<file path="config.mk">
export PLATFORM = sky130hd
export DESIGN_NAME = fetch_ctrl_flat
export DESIGN_NICKNAME = d
export VERILOG_FILES = /design/src/rtl/fetch_ctrl_pkg.sv /design/src/rtl/fetch_ctrl_if.sv /design/src/rtl/fetch_ctrl_pc_next_logic.sv /design/src/rtl/fetch_ctrl.sv /design/src/flat_wrapper.sv
export SDC_FILE = /design/constraint.sdc
export NUM_CORES = 1
export LEC_CHECK = 0
export ABC_AREA = 1
export BUFFER_PORTS_ARGS = -buffer_cell sky130_fd_sc_hd__buf_4
export CAP_MARGIN = 40
export CELL_PAD_IN_SITES_DETAIL_PLACEMENT = 1
export CELL_PAD_IN_SITES_GLOBAL_PLACEMENT = 2
export CORE_AREA = 4 4 171 173
export DETAILED_ROUTE_END_ITERATION = 8
export DIE_AREA = 0 0 175 177
export GPL_ROUTABILITY_DRIVEN = 0
export GPL_TIMING_DRIVEN = 1
export PLACE_DENSITY_LB_ADDON = 0.1
export SLEW_MARGIN = 20
export SYNTH_ARGS = -nofsm -noshare
export SYNTH_HDL_FRONTEND = slang
export SYNTH_HIERARCHICAL = 1
export SYNTH_SLANG_ARGS = --single-unit
</file>
<file path="constraint.sdc">
create_clock -name clk -period 3.3 [get_ports clk]
set_input_delay 0.33 -clock clk [delete_from_list [all_inputs] [get_ports clk]]
set_output_delay 0.33 -clock clk [all_outputs]
set_load 0.1 [all_outputs]
</file>
<file path="src/rtl/fetch_ctrl_pkg.sv">
// Shared definitions for the instruction fetch controller: state encodings,
// next-pc action codes, the EBREAK opcode and byte/word address helpers.
package fetch_ctrl_pkg;

  // Encoding 3 is never assigned and is treated as HALT wherever state is decoded.
  typedef enum logic [1:0] {
    ST_BOOT = 2'd0,
    ST_RUN  = 2'd1,
    ST_HALT = 2'd2
  } fetch_state_e;

  typedef enum logic [2:0] {
    ACT_HOLD       = 3'd0,
    ACT_FETCH      = 3'd1,
    ACT_REDIRECT   = 3'd2,
    ACT_BAD_TARGET = 3'd3,
    ACT_EBREAK     = 3'd4,
    ACT_RUNOFF     = 3'd5
  } pc_action_e;

  localparam logic [31:0] EBREAK_INSN = 32'h0010_0073;
  localparam int          WORD_SHIFT  = 2;
  localparam logic [31:0] PC_STEP     = 32'd4;

  function automatic logic [31:0] byte_to_word(input logic [31:0] byte_addr);
    return byte_addr >> WORD_SHIFT;
  endfunction

endpackage

</file>
<file path="src/rtl/fetch_ctrl_if.sv">
// Instruction memory port of the fetch controller.
// The memory answers reads combinationally from imem_addr (no valid/ready);
// it writes imem_wdata at word imem_addr>>2 on any rising edge where imem_we=1.
interface fetch_ctrl_if;
  logic [31:0] imem_addr;
  logic [31:0] imem_rdata;
  logic        imem_we;
  logic [31:0] imem_wdata;

  modport master (
    output imem_addr,
    output imem_we,
    output imem_wdata,
    input  imem_rdata
  );

  modport slave (
    input  imem_addr,
    input  imem_we,
    input  imem_wdata,
    output imem_rdata
  );
endinterface

</file>
<file path="src/rtl/fetch_ctrl_pc_next_logic.sv">
// Combinational next-pc selection for the RUN state: decides what the current
// edge does (fetch, hold, redirect, halt) and the pc value that follows.
module pc_next_logic
  import fetch_ctrl_pkg::*;
#(
  parameter int MEM_WORDS = 256
) (
  input  logic [31:0] pc,
  input  logic        stall,
  input  logic        redirect,
  input  logic [31:0] redirect_pc,
  input  logic [31:0] imem_rdata,
  output pc_action_e  action,
  output logic [31:0] pc_next
);

  // One extra bit so the limit and pc+4 compare without 32-bit wrap.
  localparam logic [32:0] PC_LIMIT = 33'(MEM_WORDS) << WORD_SHIFT;

  logic [32:0] seq_pc;
  logic        bad_target;

  assign seq_pc     = {1'b0, pc} + {1'b0, PC_STEP};
  assign bad_target = (redirect_pc[1:0] != 2'b00) || ({1'b0, redirect_pc} >= PC_LIMIT);

  always_comb begin
    action  = ACT_HOLD;
    pc_next = pc;
    if (redirect) begin
      if (bad_target) begin
        action = ACT_BAD_TARGET;
      end else begin
        action  = ACT_REDIRECT;
        pc_next = redirect_pc;
      end
    end else if (!stall) begin
      // The word at pc is always delivered; only the step past it may halt.
      if (imem_rdata == EBREAK_INSN) begin
        action = ACT_EBREAK;
      end else if (seq_pc >= PC_LIMIT) begin
        action = ACT_RUNOFF;
      end else begin
        action  = ACT_FETCH;
        pc_next = seq_pc[31:0];
      end
    end
  end

endmodule

</file>
<file path="src/rtl/fetch_ctrl.sv">
// Instruction fetch controller: loads memory in BOOT, fetches one word per
// cycle in RUN with stall/redirect, and stops in HALT on EBREAK or a fault.
module fetch_ctrl
  import fetch_ctrl_pkg::*;
#(
  parameter logic [31:0] RESET_PC  = 32'h0000_0000,
  parameter int          MEM_WORDS = 256
) (
  input  logic                clk,
  input  logic                rst,
  input  logic                boot_we,
  input  logic [31:0]         boot_addr,
  input  logic [31:0]         boot_data,
  input  logic                boot_done,
  input  logic                stall,
  input  logic                redirect,
  input  logic [31:0]         redirect_pc,
  fetch_ctrl_if.master        imem,
  output logic [31:0]         pc_out,
  output logic [31:0]         instr_out,
  output logic                instr_valid,
  output logic                fault,
  output logic [1:0]          state_out
);

  fetch_state_e state;
  logic [31:0]  pc;
  pc_action_e   action;
  logic [31:0]  pc_next;

  pc_next_logic #(
    .MEM_WORDS (MEM_WORDS)
  ) u_pc_next (
    .pc          (pc),
    .stall       (stall),
    .redirect    (redirect),
    .redirect_pc (redirect_pc),
    .imem_rdata  (imem.imem_rdata),
    .action      (action),
    .pc_next     (pc_next)
  );

  // The loader owns the memory port only while booting; reset blocks writes.
  always_comb begin
    imem.imem_addr  = pc;
    imem.imem_we    = 1'b0;
    imem.imem_wdata = 32'h0;
    if (state == ST_BOOT) begin
      imem.imem_addr  = boot_addr;
      imem.imem_we    = boot_we & ~rst;
      imem.imem_wdata = boot_data;
    end
  end

  assign state_out = state;

  always_ff @(posedge clk) begin
    if (rst) begin
      state       <= ST_BOOT;
      pc          <= RESET_PC;
      pc_out      <= 32'h0;
      instr_out   <= 32'h0;
      instr_valid <= 1'b0;
      fault       <= 1'b0;
    end else begin
      case (state)
        ST_BOOT: begin
          if (boot_done) state <= ST_RUN;
        end
        ST_RUN: begin
          case (action)
            ACT_FETCH: begin
              pc_out      <= pc;
              instr_out   <= imem.imem_rdata;
              instr_valid <= 1'b1;
              pc          <= pc_next;
            end
            ACT_EBREAK: begin
              pc_out      <= pc;
              instr_out   <= imem.imem_rdata;
              instr_valid <= 1'b1;
              state       <= ST_HALT;
            end
            ACT_RUNOFF: begin
              // Last word is delivered; there is nothing beyond it to fetch.
              pc_out      <= pc;
              instr_out   <= imem.imem_rdata;
              instr_valid <= 1'b1;
              fault       <= 1'b1;
              state       <= ST_HALT;
            end
            ACT_REDIRECT: begin
              pc          <= pc_next;
              instr_valid <= 1'b0;
            end
            ACT_BAD_TARGET: begin
              instr_valid <= 1'b0;
              fault       <= 1'b1;
              state       <= ST_HALT;
            end
            default: ;
          endcase
        end
        default: begin
          instr_valid <= 1'b0;
        end
      endcase
    end
  end

endmodule
</file>
<file path="src/flat_wrapper.sv">
// flat-port wrapper written by rule: the top's interface ports become plain ports
module fetch_ctrl_flat import fetch_ctrl_pkg::*;
#(
  parameter logic [31:0] RESET_PC  = 32'h0000_0000,
  parameter int          MEM_WORDS = 256
)
  (clk, rst, boot_we, boot_addr, boot_data, boot_done, stall, redirect, redirect_pc, pc_out, instr_out, instr_valid, fault, state_out, imem_imem_addr, imem_imem_we, imem_imem_wdata, imem_imem_rdata);
  fetch_ctrl_if imem_i ();
  input  logic clk;
  input  logic rst;
  input  logic boot_we;
  input  logic [31:0] boot_addr;
  input  logic [31:0] boot_data;
  input  logic boot_done;
  input  logic stall;
  input  logic redirect;
  input  logic [31:0] redirect_pc;
  output logic [31:0] pc_out;
  output logic [31:0] instr_out;
  output logic instr_valid;
  output logic fault;
  output logic [1:0] state_out;
  output wire logic [$bits(imem_i.imem_addr)-1:0] imem_imem_addr;
  output wire logic [$bits(imem_i.imem_we)-1:0] imem_imem_we;
  output wire logic [$bits(imem_i.imem_wdata)-1:0] imem_imem_wdata;
  input wire logic [$bits(imem_i.imem_rdata)-1:0] imem_imem_rdata;
  assign imem_imem_addr = imem_i.imem_addr;
  assign imem_imem_we = imem_i.imem_we;
  assign imem_imem_wdata = imem_i.imem_wdata;
  assign imem_i.imem_rdata = imem_imem_rdata;
  fetch_ctrl #(.RESET_PC(RESET_PC), .MEM_WORDS(MEM_WORDS)) u_core (.clk(clk), .rst(rst), .boot_we(boot_we), .boot_addr(boot_addr), .boot_data(boot_data), .boot_done(boot_done), .stall(stall), .redirect(redirect), .redirect_pc(redirect_pc), .imem(imem_i), .pc_out(pc_out), .instr_out(instr_out), .instr_valid(instr_valid), .fault(fault), .state_out(state_out));
endmodule
</file>
# Word level (Yosys, flattened, before mapping)
# Index checks and enable logic that the tools add are counted.
# Widths: inputs -> output; s select.
[op_classes]
mul = 0
n_bitwise = 3
eq_ne = 14
add_sub_neg = 1
shifts = 0
div_mod_pow = 0
n_lt_le_gt_ge = 2
n_mux = 18
n_reduce_logical = 14
[ops]
columns = ["cell", "n"]
rows = [
  ["$mux 32", 7],
  ["$add 32x3->33 const B", 1],
  ["$ge 33x11->1 const B", 1],
  ["$eq 32x21->1 const B", 1],
  ["$ge 32x11->1 const B", 1],
  ["$mux 3", 4],
  ["$ne 2x2->1 const B", 5],
  ["$eq 3x2->1 const B", 2],
  ["$eq 3x3->1 const B", 2],
  ["$reduce_and 2->1", 3],
  ["$reduce_and 6->1", 1],
  ["$reduce_or 2->1", 3],
  ["$reduce_or 3->1", 2],
  ["$mux 2", 2],
  ["$pmux 1 s2", 2],
  ["$pmux 2 s2", 1],
  ["$reduce_bool 2->1", 2],
  ["$eq 3x1->1 const B", 1],
  ["$ne 3x3->1 const B", 1],
  ["$reduce_and 3->1", 1],
  ["$eq 2x1->1 const B", 1],
  ["$logic_not 2->1", 1],
  ["$mux 1", 2],
  ["$ne 2x1->1 const B", 1],
  ["3 further kinds", 4],
]
[totals]
out_inout_bits = 133
latchBits = 0
word_cells = 58
reg_bits = 100
mem_count = 0
mem_bits_ro = 0
in_bits = 134
ramBits = 0

# Depth between registers and ports, before layout
# Gate-level depths: netlist (run 1).
[logic_depth]
ltp_word = 10
depth_mapped = 21
ltp_nobuf = 21

# Modules after synthesis
# The synthesis (run 1) kept the hierarchy.
[by_module_without_submodules]
columns = ["mod", "cells_per_inst", "area_each_um2", "n_inst", "seq_area_each_um2"]
rows = [
  ["fetch_ctrl", 730, 4778.3, 1, 2001.9],
  ["pc_next_logic", 387, 1780.5, 1, 0.0],
]

# Worst setup path after synthesis (run 1)
# Ideal clock, no wire load.
[synth_path]
kind = "register -> output"
startpoint = "register u_core.state[1], in the netlist u_core/state_out[1]"
endpoint = "output imem_imem_addr[31]"
t_arrival_ps = 3811
path_stages_with_launch = 6
path_buffers = 1
slack_ps = -841
required_time_ps = 2970
cell_sequence = "dfxtp_1 inv_1 nand2_1 inv_2 buf_1 o21ai_0"
[synth_via]
elab_chain_cells = 2
[synth_rtl]
columns = ["element", "line", "source"]
rows = [
  ["from (decl)", "fetch_ctrl.sv:26", "fetch_state_e state;"],
  ["from (signal assigned)", "fetch_ctrl.sv:59", "state <= ST_BOOT;"],
  ["from (signal assigned)", "fetch_ctrl.sv:68", "if (boot_done) state <= ST_RUN;"],
  ["from (signal assigned)", "fetch_ctrl.sv:82", "state <= ST_HALT;"],
  ["$logic_not 2->1", "fetch_ctrl.sv:48", "if (state == ST_BOOT) begin"],
  ["$mux 32", "fetch_ctrl.sv:48", ""],
  ["to (decl)", "flat_wrapper.sv:23", "output wire logic [$bits(imem_i.imem_addr)-1:0] imem_imem_addr;"],
]
# No other way between the ends.

# Worst setup path in the final report (run 1)
[layout_path]
startpoint = "register u_core.pc[14]"
endpoint = "register u_core.instr_out[9]"
[layout_via]
elab_chain_cells = 9
elab_cells_between_ends = 11
cone_classes = "add/sub (1); order compare (1); eq/ne (3); mux (4); reduce/logical (2)"
[layout_rtl]
columns = ["element", "line", "source"]
rows = [
  ["from (decl)", "fetch_ctrl.sv:27", "logic [31:0] pc;"],
  ["from (signal assigned)", "fetch_ctrl.sv:76", "pc <= pc_next;"],
  ["from (signal assigned)", "fetch_ctrl.sv:93", "pc <= pc_next;"],
  ["$add 32x3->33 (*)", "fetch_ctrl_pc_next_logic.sv:23", "assign seq_pc = {1'b0, pc} + {1'b0, PC_STEP};"],
  ["$ge 33x11->1 (*)", "fetch_ctrl_pc_next_logic.sv:40", "end else if (seq_pc >= PC_LIMIT) begin"],
  ["$mux 3 (*)", "fetch_ctrl_pc_next_logic.sv:40", ""],
  ["$mux 3 (*)", "fetch_ctrl_pc_next_logic.sv:38", "if (imem_rdata == EBREAK_INSN) begin"],
  ["$mux 3 (*)", "fetch_ctrl_pc_next_logic.sv:36", "end else if (!stall) begin"],
  ["$mux 3 (*)", "fetch_ctrl_pc_next_logic.sv:29", "if (redirect) begin"],
  ["via u_core.action[2]", "fetch_ctrl.sv:28", "pc_action_e action;"],
  ["$eq 3x3->1 / $eq 3x1->1 (equally long branches)", "fetch_ctrl.sv:71", "case (action)"],
  ["$reduce_or 3->1 (no line) (*)", "-", ""],
  ["$reduce_and 2->1 (no line) (*)", "-", ""],
  ["to (signal assigned)", "fetch_ctrl.sv:74", "instr_out <= imem.imem_rdata;"],
  ["to (signal assigned)", "fetch_ctrl.sv:80", "instr_out <= imem.imem_rdata;"],
  ["to (signal assigned)", "fetch_ctrl.sv:87", "instr_out <= imem.imem_rdata;"],
  ["to (decl)", "fetch_ctrl.sv:20", "output logic [31:0] instr_out,"],
]
# The timed path passes the listed nets; every way through them passes the cells marked *.
# A chain may end at the register's enable or synchronous reset.

==> metrics, run 1 <==
sequential area share after synthesis=30.5%; post-CTS setup buffers=0; vias in the first global route=7685; Most common cell on crit path=nand2_1; CTS H-tree depth=3; Max Freq=340 MHz; synthesized cell area=6560 sq um; leak pwr=0.00449 uW; Total Neg Setup Slack=0 ps; Die X-Extent=175 microns; Final Max Tran Viols=0; cell family with most CP delay=simple AND/OR/NAND/NOR gates; Avg WL per Cell=16.8 microns; Hold Buf Count CTS=0; kind of start point of the critical path=register; min Tclk post-route=2940 ps; I/O Pins=267; share of cells above drive strength 1=25.1%; critical path cell sequence=nand2_1, nor2_1, nand2_1, nor2_4, nand2_1, nand2_1, nand2_1, nor2_1, nand2_1, nor2_4, nand2_4, o21ai_0, inv_1, nand2_1, nand2_2, buf_4, nand3b_1, nand2_1, nor2_1; Tot Pwr=4930 uW; Avg Cell Area, Syn=5.87 sq um; n_diodes=0; Worst-path clk slew=90 ps; Core Box Area=27600 sq um; Initial DRC Count=381; initial antenna violation count=0; Vias=7696; first-pass GRT wire length=45100 microns; Worst Path Arrival=3250 ps; worst path buffer plus inverter count=2; largest net degree at the start of global routing=77; Total GRT Usage=18.4%; Fill cells=3631; CTS Buf Count=9; status=finished, final reports clean; Placed Cells=1734; Worst setup EP type=register; CTS tree=done; Slowest cell on crit path=dfxtp_1; VDD IR-drop max=0.230 mV; fin worst setup slack=360 ps; r2r setup slk=360 ps; Fin Clk Skew=15.3 ps; non-filler cells, final=1750; syn nets=1252; Die ar.=31000 sq um; Yosys cell types=33; initial core utilization=23.7%; number of port buffers=266; DR pass1 iterations=6; RSZ-0062 raised after global routing=no; Post-route DRC=0; CTS resizes=0; Max stage delay on crit path=460 ps; Worst Tran Pin Value=747 ps; Std-Cell Rows=61; Setup CP Type=register to register; DP HPWL=23200 microns; Die Span Y=177 microns; warning count from the yosys run=6; HP Class=primary input to register; Area growth syn-to-layout=43.0%; Tcrit/Tclk final=89.1%; worst-path maximum fanout=27; power per cell area=525 nW/um^2; nets=1502; worst skew pair latency=360 ps; # setup viols final=0; via/cell ratio=4.40; post-route ant nets=0; Worst Path Required=3610 ps; CTS root buf=clkbuf_16; relative slew slack=50.1%; Final Routed Wirelength=29400 microns; synthesized instance count=1117; Seq cells post-synth=100; Overflow after GRT=0; Placement Setup Slack=270 ps; MaxCap Viol Count=0; CTS Sinks=100; Clock Tree Buf Depth=2; final hold viol count=0
metrics by stage:
stage,util (%),cell area (sq um),hold WS [ps]
4_1_cts,33.9,9380,141
6_report,34.0,9380,149
3_3_place_gp,32.8,9070,440
3_5_place_dp,32.8,9070,458
5_1_grt,34.0,9380,139
2_1_floorplan,-,6560,399
cells in the mapped netlist (all sizes together):
| cell type | instances | area [sq um] |
|---|---|---|
| a21oi | 59 | 299 |
| a22oi | 6 | 45.0 |
| and2 | 2 | 12.5 |
| buf | 33 | 158 |
| clkbuf | 24 | 90.1 |
| clkinv | 2 | 7.51 |
| dfxtp | 100 | 2000 |
| ha | 1 | 12.5 |
| inv | 140 | 526 |
| nand2 | 284 | 1110 |
| nand3 | 60 | 310 |
| nand3b | 66 | 495 |
| nand4 | 7 | 43.8 |
| nor2 | 272 | 1100 |
| nor3 | 2 | 10.0 |
| nor4 | 4 | 25.0 |
| o211ai | 1 | 7.51 |
| o21ai | 44 | 220 |
| o21bai | 1 | 7.51 |
| o22ai | 1 | 6.26 |
| or4 | 1 | 7.51 |
| xor2 | 7 | 61.3 |
flip-flops by register name, indices dropped and copies added (netlist names):
| signal | cells |
|---|---|
| u_core/fault | 1 |
| u_core/instr_valid | 1 |
| u_core/state_out | 2 |
| u_core/instr_out | 32 |
| u_core/pc_out | 32 |
| u_core/pc | 32 |
kinds of logic after synthesis:
group,count (synthesis),synth area share (%)
adders and majority gates,1,0.191
AOI/OAI and AO/OA,112,8.93
xor gates and xnor gates,7,0.935
buffers and inverters,199,11.9
DFF,100,30.5
and+or+nand+nor,698,47.5
routing by layer:
layer  share of wire (%)  track usage [%]
met1                  47             25.0
met2                  46             30.6
met3                 5.5             3.70
met4                 1.2             3.70
met5                   0                0
final cells by class:
class / count / area, sq um / area share, %
tap: 378 / 473 / 5.04
clock buffer: 9 / 225 / 2.40
timing repair buffer: 296 / 2270 / 24.2
inverter: 142 / 533 / 5.68
multi-input combinational: 818 / 3800 / 40.5
sequential: 100 / 2000 / 21.4
clock inverter: 7 / 77.6 / 0.827
layout by cell type (no fill, tap or decap), types with 9 or more instances in the layout:
master / count
nand2_1: 273
o21ai_1: 37
inv_1: 135
clkbuf_16: 9
nand3_1: 58
nand3b_1: 66
nor2_1: 262
a21oi_1: 58
buf_4: 292
dfxtp_1: 98
power breakdown:
| group | internal [uW] | switching, uW |
|---|---|---|
| registers | 1300 | 83.7 |
| logic | 572 | 1860 |
| clock network | 539 | 568 |
| total | 2410 | 2510 |
worst paths after layout:
| kind | startpoint | to | cells after the start |
|---|---|---|---|
| worst min-delay path | rst | u_core/fault$_SDFFE_PP0P_ | 2 |
| worst max register to register | u_core/pc[14]$_SDFFE_PP0P_ | u_core/instr_out[9]$_SDFFE_PP0P_ | 19 |
| worst max-delay path | u_core/pc[14]$_SDFFE_PP0P_ | u_core/instr_out[9]$_SDFFE_PP0P_ | 19 |
| worst min register to register | u_core/fault$_SDFFE_PP0P_ | u_core/fault$_SDFFE_PP0P_ | 2 |
Note: power is estimated with default switching activity, not from simulation.
==> run 2, diff against run 1 <==
==> constraint.sdc (replaced) <==
create_clock -name clk -period 3.05 [get_ports clk]
set_input_delay 0.305 -clock clk [delete_from_list [all_inputs] [get_ports clk]]
set_output_delay 0.305 -clock clk [all_outputs]
set_load 0.1 [all_outputs]
==> run 2 against run 1 <==
Total power increased by 8.9%. Design area grew 2.1%. Sequential power up 7%. Worst hold slack got worse by 21 ps. Critical path depth increased by 1. Worst setup slack worse by 93 ps. Largest cell class unchanged.
==> metrics, run 2 (synthesized netlist as in run 1, its figures left out) <==
status=finished, final reports clean; share of cells above drive strength 1=26.4%; Std-Cell Rows=61; Die X-Extent=175 microns; area occupied by multi-input gates=3830 sq um; Power Internal=2640 uW; post-route ant nets=0; CTS Buf Count=9; largest net degree at the start of global routing=99; Max Freq=359 MHz; Final Max Tran Viols=0; Area growth syn-to-layout=46.1%; Storage cell area=2010 sq um; Most common cell on crit path=nand2_1; Clk pwr share=22.0%; via/cell ratio=4.41; worst-path maximum fanout=13; Avg WL per Cell=16.7 microns; initial antenna violation count=0; Worst setup EP type=register; reg-to-reg endpoint=u_core/pc_out[1]$_SDFFE_PP0P_; worst-case reg-to-reg path depth=20; minimum hold slack=128 ps; most common cell after layout, fill and taps aside=buf_4; vias in the first global route=7870; Max stage delay on crit path=460 ps; worst path buffer plus inverter count=4; Fill cells=3627; MaxCap Viol Count=0; CTS Sinks=100; Worst Tran Pin Value=550 ps; r2r setup slk=270 ps; Die ar.=31000 sq um; kind of start point of the critical path=register; sequential power share=27.8%; Vias=7767; Overflow after GRT=0; switching pwr=2720 uW; Setup CP Type=register to register; HP Class=primary input to register; CTS H-tree depth=3; critical path endpoint=u_core/pc_out[1]$_SDFFE_PP0P_; Tcrit/Tclk final=91.2%; initial core utilization=23.7%; CTS tree=done; number of port buffers=266; most frequent cells in the layout=buf_4, nand2_1, nor2_1; n_diodes=0; WP depth=20; critical path cell sequence=nand2_1, nor2_1, nand2_1, nor2_4, nand2_1, nand2_1, nand2_1, nor2_1, nand2_1, nor2_4, nand2_4, o21ai_1, inv_1, nand2_2, buf_4, a21oi_4, buf_12, clkbuf_16, nor2_1, nor2_1; worst setup path start=u_core/pc[10]$_SDFFE_PP0P_; Top Registers=u_core/instr_out (32), u_core/pc (32), u_core/pc_out (32); DP HPWL=23000 microns; final hold viol count=0; final core occ=34.7%; Final Routed Wirelength=29400 microns; worst skew pair latency=360 ps; first-pass GRT wire length=45500 microns; Post-route DRC=0; RSZ-0062 raised after global routing=no; VDD IR-drop max=0.263 mV; power per cell area=560 nW/um^2; # setup viols final=0; min Tclk post-route=2780 ps; DR pass1 iterations=4; CTS root buf=clkbuf_16; Worst Path Arrival=3040 ps; power share of the combinational group=50.1%; Die Span Y=177 microns; Worst-path clk slew=80 ps; Clock Tree Buf Depth=2; Core Box Area=27600 sq um; relative slew slack=63.3%; Sw Share=50.7%; Slowest cell on crit path=dfxtp_1; Initial DRC Count=318; leak pwr=0.00460 uW; Fin Clk Skew=12.3 ps; I/O Pins=267; Total GRT Usage=18.6%; cell family with most CP delay=simple AND/OR/NAND/NOR gates; nets=1515; Worst Path Required=3310 ps; worst r2r src=u_core/pc[10]$_SDFFE_PP0P_
==> run 2: changes by cell type in the layout (fill, tap and decap cells not counted), moves of 2 or more <==
cell,delta
buf_12,+4
buf_4,+5
buf_6,+3
nand2_1,-2
nor2_1,-6
nor2_2,+6
==> run 2: layout make-up <==
type                            count  area share (%)
Inverter                          142            5.56
Clock inverter                      7           0.692
Sequential cell                   100            20.9
Multi-Input combinational cell    818            40.0
Timing Repair Buffer              309            25.6
Tap cell                          378            4.94
Clock buffer                        9            2.35
==> run 2: how the worst min path moves through the flow <==
stage | startpoint | end | slack, ps | cells past startpoint
5_1_grt | rst | u_core/fault$_SDFFE_PP0P_ | 110 | 2
3_5_place_dp | u_core/fault$_SDFFE_PP0P_ | u_core/fault$_SDFFE_PP0P_ | 450 | 2
3_3_place_gp | u_core/fault$_SDFFE_PP0P_ | u_core/fault$_SDFFE_PP0P_ | 440 | 2
4_1_cts | rst | u_core/fault$_SDFFE_PP0P_ | 110 | 2
6_report | rst | u_core/fault$_SDFFE_PP0P_ | 130 | 2
2_1_floorplan | rst | u_core/fault$_SDFFE_PP0P_ | 370 | 1
==> run 2: per-layer routing <==
layer	GRT usage (%)	wire [microns]
met1	25.1	13700
met2	31.4	13800
met3	3.91	1710
met4	2.82	234
met5	0	0
==> run 2: worst register-to-register path: cells and delay by family (launching register included) <==
family,cells,cell delay (ps)
DFF,1,460
and+or+nand+nor,14,1520
AOI/OAI and AO/OA,2,170
buffers and inverters,4,560
==> run 2: per-stage QoR <==
step | total power (uW) | setup TNS [ps] | instance area, sq um | setup WS [ps] | instances
after floorplan | 3460 | -10100 | 6560 | -316 | 1117
after global placement | 4200 | 0 | 9190 | 171 | 1744
after detailed placement | 4210 | 0 | 9190 | 118 | 1744
after CTS | 5420 | 0 | 9480 | 87.8 | 1760
after global routing | 5640 | 0 | 9580 | 28.4 | 1763
final | 5360 | 0 | 9580 | 267 | 1763
==> run 2: repair_timing <==
action / CTS / global route
endpoints found under the setup margin: 0 / 82
buffers inserted: 0 / 2
hold buffers: 0 / 0
gates resized for setup: 0 / 18
==> run 2: power groups by stage <==
stage	sequential, uW	clock [uW]	combinational (uW)
2_1_floorplan	2020	0	1440
3_5_place_dp	1520	0	2690
4_1_cts	1490	1230	2690
6_report	1490	1180	2690
3_3_place_gp	1520	0	2680
5_1_grt	1510	1270	2860
==> run 3, diff against run 2 <==
--- a/config.mk
+++ b/config.mk
@@ -16,6 +16,7 @@
 export GPL_ROUTABILITY_DRIVEN = 0
 export GPL_TIMING_DRIVEN = 1
 export PLACE_DENSITY_LB_ADDON = 0.1
+export RECOVER_POWER = 50
 export SLEW_MARGIN = 20
 export SYNTH_ARGS = -nofsm -noshare
 export SYNTH_HDL_FRONTEND = slang
==> run 3 against run 2 <==
Routed wire length up 0.57%. Non-clock buffer count unchanged. Highest routed layer unchanged. Die area is the same. Design area down 3.9%. Clock power is essentially flat. Total power fell by 2.0%. Sequential share of layout area grew 0.84 points. Largest cell class unchanged. First-iteration DRC count up 8.5%. Worst hold slack lost 2.7 ps. Final cell count unchanged.
==> metrics, run 3 (synthesized netlist as in run 1, its figures left out) <==
most common cell after layout, fill and taps aside=nand2_1; final hold viol count=0; Worst setup EP type=output pin; via/cell ratio=4.41; share of cells above drive strength 1=21.4%; HP Class=primary input to register; Die ar.=31000 sq um; nets=1515; VDD IR-drop max=0.260 mV; Tot Pwr=5260 uW; relative slew slack=9.40%; number of port buffers=266; initial antenna violation count=0; Die Span Y=177 microns; DP HPWL=23000 microns; post-route ant nets=0; status=finished, final reports clean; worst-path maximum fanout=36; first-pass GRT wire length=45500 microns; MaxCap Viol Count=0; DP Area=9190 sq um; RSZ-0062 raised after global routing=no; Worst Tran Pin Value=1360 ps; Avg WL per Cell=16.8 microns; Hold Buf Count CTS=0; min Tclk post-route=2800 ps; worst setup path start=u_core/state_out[1]$_SDFFE_PP0P_; CTS tree=done; most frequent cells in the layout=nand2_1, nor2_1, buf_4; kind of start point of the critical path=register; Fin Clk Skew=10.9 ps; n_diodes=0; Area growth syn-to-layout=40.5%; leak pwr=0.00429 uW; power per cell area=571 nW/um^2; Max Freq=357 MHz; final core occ=33.3%; Post-route DRC=0; CTS Buf Count=9; Total GRT Usage=18.6%; Top Registers=u_core/instr_out (32), u_core/pc (32), u_core/pc_out (32); CTS H-tree depth=3; Design Area, Final=9210 sq um; DR pass1 iterations=4; vias in the first global route=7870; worst r2r src=u_core/pc[11]$_SDFFE_PP0P_; I/O Pins=267; Worst-path clk slew=80 ps; Clock Tree Buf Depth=2; Vias=7772; CTS Sinks=100; # setup viols final=0; Worst Path Arrival=2500 ps; Overflow after GRT=0; worst skew pair latency=360 ps; Final Routed Wirelength=29600 microns; Total Neg Setup Slack=0 ps; CTS root buf=clkbuf_16; Tcrit/Tclk final=91.9%; Core Box Area=27600 sq um; Worst Path Required=2740 ps; origin of the worst min-delay path=rst; Std-Cell Rows=61; Initial DRC Count=345; Final Max Tran Viols=0; initial core utilization=23.7%; Setup CP Type=register to output pin; largest net degree at the start of global routing=99; Die X-Extent=175 microns
[run 3: cell count changes in the layout (fill, tap and decap cells not counted), sizes merged]
cell    change
buf       -113
clkbuf    +113
[run 3: per-stage QoR]
step	cells	hold slack, ps	worst slack, ps
6_report	1763	125	246
5_1_grt	1763	112	28.4
4_1_cts	1760	112	87.8
3_5_place_dp	1744	446	118
3_3_place_gp	1744	442	171
2_1_floorplan	1117	374	-316
[run 3: layer usage]
layer | part of all wire [%] | GRT usage, %
met5 | 0 | 0
met4 | 0.67 | 2.82
met3 | 5.0 | 3.91
met2 | 47 | 31.4
met1 | 48 | 25.1
[run 3: repair_timing]
| item | CTS | global route |
|---|---|---|
| gates resized for setup | 0 | 18 |
| setup endpoints to repair | 0 | 82 |
| buffers inserted | 0 | 2 |
[run 3: where the power goes]
| group | switching (uW) | internal (uW) | total, uW |
|---|---|---|---|
| Clock | 603 | 576 | 1180 |
| Sequential | 82.1 | 1410 | 1490 |
| Combinational | 2030 | 555 | 2590 |
[run 3: final cells by class]
class / count / area, sq um
clock buffers: 9 / 225
clock inverters: 7 / 66.3
fillers: 3683 / 18400
inverters: 142 / 533
multi-input cells: 818 / 3830
flip-flops and latches: 100 / 2010
well taps: 378 / 473
repair buffers: 309 / 2080
[run 3: worst max-delay path, stage by stage, from the launching register on]
cell and delay [ps]:
dfxtp_1 310, inv_1 130, nand2_1 90, inv_1 760
buf_12 290, nand2_1 70, o21ai_1 140, buf_4 340
[run 3: final timing paths]
kind	end	slack [ps]	cells past startpoint
worst min-delay path	u_core/fault$_SDFFE_PP0P_	130	2
worst min register to register	u_core/fault$_SDFFE_PP0P_	450	2
worst max register to register	u_core/pc_out[1]$_SDFFE_PP0P_	280	20
worst max-delay path	imem_imem_addr[4]	250	7
